[src/rtl/unpacker_pkg.sv]
// Shared definitions for the word/symbol width converters.
// Holds the default datapath widths used by both the packer and unpacker,
// helpers that derive the slice ratio and slice-counter width from a pair
// of widths, and the unpacker state encoding.
package unpacker_pkg;

   localparam int DEFAULT_SIZE_INPUT_BIT  = 32;
   localparam int DEFAULT_SIZE_OUTPUT_BIT = 8;

   // Number of narrow slices that make up one wide word.
   function automatic int calc_ratio(input int in_w, input int out_w);
      return in_w / out_w;
   endfunction

   // Width of the slice counter. It is at least one bit, so that a 1:1
   // ratio still has a legal counter.
   function automatic int calc_cnt_w(input int in_w, input int out_w);
      int r;
      r = in_w / out_w;
      return (r <= 1) ? 1 : $clog2(r);
   endfunction

   localparam int DEFAULT_RATIO = calc_ratio(DEFAULT_SIZE_INPUT_BIT, DEFAULT_SIZE_OUTPUT_BIT);
   localparam int DEFAULT_CNT_W = calc_cnt_w(DEFAULT_SIZE_INPUT_BIT, DEFAULT_SIZE_OUTPUT_BIT);

   typedef enum logic {
      IDLE = 1'b0,
      SEND = 1'b1
   } state_t;

endpackage

[src/rtl/word_unpacker.sv]
// Width down-converter: accepts wide words over valid/ready and emits them
// as a stream of narrow symbols, with backpressure on both sides and no
// bubble between back-to-back words.
//
// Ports
//   clk             rising-edge clock
//   reset           synchronous, active-high reset
//   data            input word
//   i_valid_input   input word valid
//   ready           block can take a word this cycle
//   i_ready_output  downstream takes a symbol this cycle
//   bits            output symbol
//   o_valid_output  bits valid
//   o_last          bits is the final slice of the current word
//
// State | Meaning
// ------+---------------------------------------------------------------
// IDLE  | no word held; ready is high, bits is zero
// SEND  | word_q held; slice cnt presented until the downstream takes it
import unpacker_pkg::*;

module word_unpacker #(
   parameter int SIZE_INPUT_BIT  = DEFAULT_SIZE_INPUT_BIT,
   parameter int SIZE_OUTPUT_BIT = DEFAULT_SIZE_OUTPUT_BIT,
   parameter bit MSB_FIRST       = 1'b1
) (
   input  logic                       clk,
   input  logic                       reset,
   input  logic [SIZE_INPUT_BIT-1:0]  data,
   input  logic                       i_valid_input,
   output logic                       ready,
   input  logic                       i_ready_output,
   output logic [SIZE_OUTPUT_BIT-1:0] bits,
   output logic                       o_valid_output,
   output logic                       o_last
);

   localparam int RATIO = calc_ratio(SIZE_INPUT_BIT, SIZE_OUTPUT_BIT);
   localparam int CNT_W = calc_cnt_w(SIZE_INPUT_BIT, SIZE_OUTPUT_BIT);

   if ((SIZE_INPUT_BIT % SIZE_OUTPUT_BIT) != 0) begin : g_bad_ratio
      $error("word_unpacker: SIZE_INPUT_BIT must be a multiple of SIZE_OUTPUT_BIT");
   end

   localparam logic [CNT_W-1:0] LAST_CNT = CNT_W'(RATIO - 1);

   state_t                    state_q, state_d;
   logic [SIZE_INPUT_BIT-1:0] word_q, word_d;
   logic [CNT_W-1:0]          cnt_q, cnt_d;
   logic [CNT_W-1:0]          sel;
   logic                      last_slice;
   logic                      in_fire;
   logic                      out_fire;

   assign last_slice     = (cnt_q == LAST_CNT);
   assign o_valid_output = (state_q == SEND);
   assign o_last         = o_valid_output & last_slice;

   // Combinational from i_ready_output so the next word loads in the same
   // cycle the final slice leaves.
   assign ready    = (state_q == IDLE) | (last_slice & i_ready_output);
   assign in_fire  = i_valid_input & ready;
   assign out_fire = o_valid_output & i_ready_output;

   // Symbol comes only from registered state; no path from data.
   always_comb begin
      sel  = MSB_FIRST ? (LAST_CNT - cnt_q) : cnt_q;
      bits = '0;
      if (state_q == SEND) begin
         bits = word_q[int'(sel)*SIZE_OUTPUT_BIT +: SIZE_OUTPUT_BIT];
      end
   end

   always_comb begin
      state_d = state_q;
      word_d  = word_q;
      cnt_d   = cnt_q;
      case (state_q)
         IDLE: begin
            if (in_fire) begin
               word_d  = data;
               cnt_d   = '0;
               state_d = SEND;
            end
         end
         SEND: begin
            if (out_fire) begin
               if (last_slice) begin
                  cnt_d = '0;
                  if (in_fire) begin
                     word_d = data;
                  end else begin
                     state_d = IDLE;
                  end
               end else begin
                  cnt_d = cnt_q + 1'b1;
               end
            end
         end
         default: begin
            state_d = IDLE;
            cnt_d   = '0;
         end
      endcase
   end

   always_ff @(posedge clk) begin
      if (reset) begin
         state_q <= IDLE;
         word_q  <= '0;
         cnt_q   <= '0;
      end else begin
         state_q <= state_d;
         word_q  <= word_d;
         cnt_q   <= cnt_d;
      end
   end

endmodule

[config.mk]
export PLATFORM = sky130hd
export DESIGN_NAME = word_unpacker
export DESIGN_NICKNAME = d
export VERILOG_FILES = /design/src/rtl/unpacker_pkg.sv /design/src/rtl/word_unpacker.sv
export SDC_FILE = /design/constraint.sdc
export NUM_CORES = 1
export LEC_CHECK = 0
export ABC_AREA = 1
export CORE_MARGIN = 2
export CORE_UTILIZATION = 30
export CTS_CLUSTER_SIZE = 10
export DETAILED_ROUTE_END_ITERATION = 6
export SYNTH_ARGS = -nofsm -noshare
export SYNTH_HDL_FRONTEND = slang
export SYNTH_SLANG_ARGS = --single-unit
[constraint.sdc]
create_clock -name clk -period 1.7 [get_ports clk]
set_clock_uncertainty 0.05 [all_clocks]
set_input_delay 0.34 -clock clk [delete_from_list [all_inputs] [get_ports clk]]
set_output_delay 0.34 -clock clk [all_outputs]
set_load 0.02 [all_outputs]
==> results.md <==
* CTS tree: built
* Startpoint Class: flop
* Least-Margin Pin Slew at 263 ps
* IO Port Bufs at 46
* Final hold vios at 0
* Dpl cells at 439
* Min Tclk post-route at 1690 ps
* Fin crit share at 99.5%
* Vias in the first global route at 1802
* Status: finished, final reports clean
* Slowest stage delay, CP at 370 ps
* Fmax at 591 MHz
* Final ANT Viol Nets at 0
* VDD IR max at 288 uV
* Clock root buffer: clkbuf_8
* Synthesized area at 1960 um2
* Die Y at 84.8 um
* Sum Neg Setup Slack at 0 ps
* Finished Layout Cells at 447
* End-of-flow core utilization at 41.9%
* GRT Util Overall at 13.7%
* Largest net degree at the start of global routing at 67
* Leakage at 1.31 nW
* Cell row count at 29
* Warnings, synthesis at 0
* Final WL at 4700 um
* Total power draw at 2.04 mW
* Global-route wire length before repair at 7990 um
* CP max FO at 10
* Worst hold path class: reg2reg
* Worst Setup End Kind: output pin
* Crit path max-delay family: flip-flops
* CP bufs+invs at 2
* Max transition margin at 82.5%
* Setup violators final at 0
* Max-cap viol count at 0
* CTS Buffer Depth at 2
* RSZ-0062 raised after global routing: true
* Max Slew Vio Count at 0
* Ant. Diodes at 0
* Die Wd at 84.8 um
* Routed len/inst at 10.5 um
* Synth cell types at 13
* Critical Path Most Common Cell: buf_6
* Clock buffer count from CTS at 5
* Total Nets Final at 406
* Yosys reg bits at 35
* Post-synthesis sequential area ratio at 35.8%
* PwrDens at 767 nW/um2
* Worst hold slack at 431 ps
* Crit path DAT at 1300 ps
* Die area at 7190 um2
* 1st-iter DRT viols at 82
* Layout cell share with drive strength beyond 1 at 14.1%
* Initial antenna violation count at 0
* Routability congestion estimate from global placement at 0.839
* H-tree levels at 2
* Setup CP Type: reg2out
* Area grow syn2layout at 35.8%
* Remaining Overflow, GRT at 0
* # DRC at 0
* Syn Area/Cell at 6.03 um2
* Syn_nets at 362
* DR vias/cell at 4.42
* DR pass1 iterations at 4
* Initial Util at 30.9%
* Placed wire-length estimate at 3220 um
* Critical Path, Cell by Cell: buf_6, nand2_1, nand3_2, a21oi_2, buf_6
* CTS sink count at 35
* CORE AREA at 6350 um2
* Synthesized instance count at 325
* Clock Latency Late Sink at 290 ps
* Worst Path Required at 1310 ps
* Worst-path clk slew at 70 ps
* # hold bufs at CTS at 0
* Num ports at 47
* Via count at 1977
* CP max-delay cell: dfxtp_4
cell type report:
type,instances,area [um2]
tap,77,96.3
fill,675,3690
inverter,71,270
sequential,35,706
timing repair buffer,58,556
clock buffer,8,100
multi-input combinational,198,933
report_power, final:
part	switching, mW	total [mW]	internal (mW)	leakage [nW]
clock	0.297	0.667	0.370	0.0515
combinational	0.242	0.457	0.215	0.967
sequential	0.0338	0.916	0.882	0.291
total	0.573	2.04	1.47	1.31
synthesized netlist by cell type (all sizes together):
| master | number | area share (%) |
|---|---|---|
| a21oi | 43 | 11 |
| buf | 15 | 5.2 |
| clkbuf | 6 | 1.1 |
| clkinv | 1 | 0.19 |
| dfxtp | 35 | 36 |
| ha | 1 | 0.64 |
| inv | 70 | 13 |
| nand2 | 71 | 14 |
| nand3 | 50 | 13 |
| nor2 | 33 | 6.3 |
final timing paths:
path	cells after the start	endpoint	start	slack (ps)
hold reg to reg	2	word_q[22]	word_q[22]	430
setup / recovery	5	bits[6]	cnt_q[0]	8
setup reg to reg	9	word_q[20]	cnt_q[0]	140
hold / removal	2	word_q[22]	word_q[22]	430
flip-flops by register name, summed over array words and instances, names as in the netlist:
| name | count |
|---|---|
| word_q | 32 |
| cnt_q | 2 |
| o_valid_output | 1 |
placed cells by master, fill, tap and decap left out:
master,synthesis,final
buf_12,0,1
nand2_1,71,68
buf_2,9,2
dfxtp_1,35,33
clkbuf_8,0,7
inv_2,1,1
clkinv_2,0,1
a21oi_1,43,35
buf_4,3,14
dfxtp_4,0,1
ha_2,0,1
inv_1,69,68
nand3_2,0,5
dfxtp_2,0,1
buf_8,0,1
nor2_1,33,33
dlygate4sd2_1,0,1
nand2_2,0,3
buf_6,3,5
inv_4,0,1
clkdlybuf4s50_1,0,34
nand3_1,50,45
clkbuf_1,6,1
a21oi_2,0,8
through the flow:
step,setup WS (ps),area [um2]
final,8.00,2660
after global placement,-243,2490
after global routing,-44.1,2660
after detailed placement,-234,2490
after CTS,3.48,2590
after floorplan,137,1960
worst register-to-register path, cell delays in order (launching register included):
cell and delay (ps):
dfxtp_4 380, buf_4 130, ha_2 200, nand2_2 60, nand2_2 60, buf_4 120, buf_8 210, nand3_1 120
nand2_1 70, nor2_1 40
kinds of logic (layout without fill, tap and decap cells):
group / Yosys count / after routing / synth area share, %
compound gates: 43 / 43 / 11.0
fa+ha+maj: 1 / 1 / 0.638
buf+inv: 92 / 137 / 19.9
flops: 35 / 35 / 35.8
simple gates: 154 / 154 / 32.7
metal layers:
| layer | track usage (%) | part of all wire (%) | wire, um |
|---|---|---|---|
| met2 | 21.7 | 45 | 2100 |
| met5 | 0 | 0 | 0 |
| met4 | 5.48 | 2.1 | 98 |
| met1 | 18.0 | 48 | 2250 |
| met3 | 3.31 | 5.2 | 243 |
timing repair:
| action | in CTS | in global routing |
|---|---|---|
| setup endpoints to repair | 25 | 42 |
| cloned | 0 | 0 |
| pin swaps | 2 | 5 |
| gates resized for setup | 60 | 19 |
| buffers inserted | 0 | 0 |
Power figures use the tool's default switching activity.
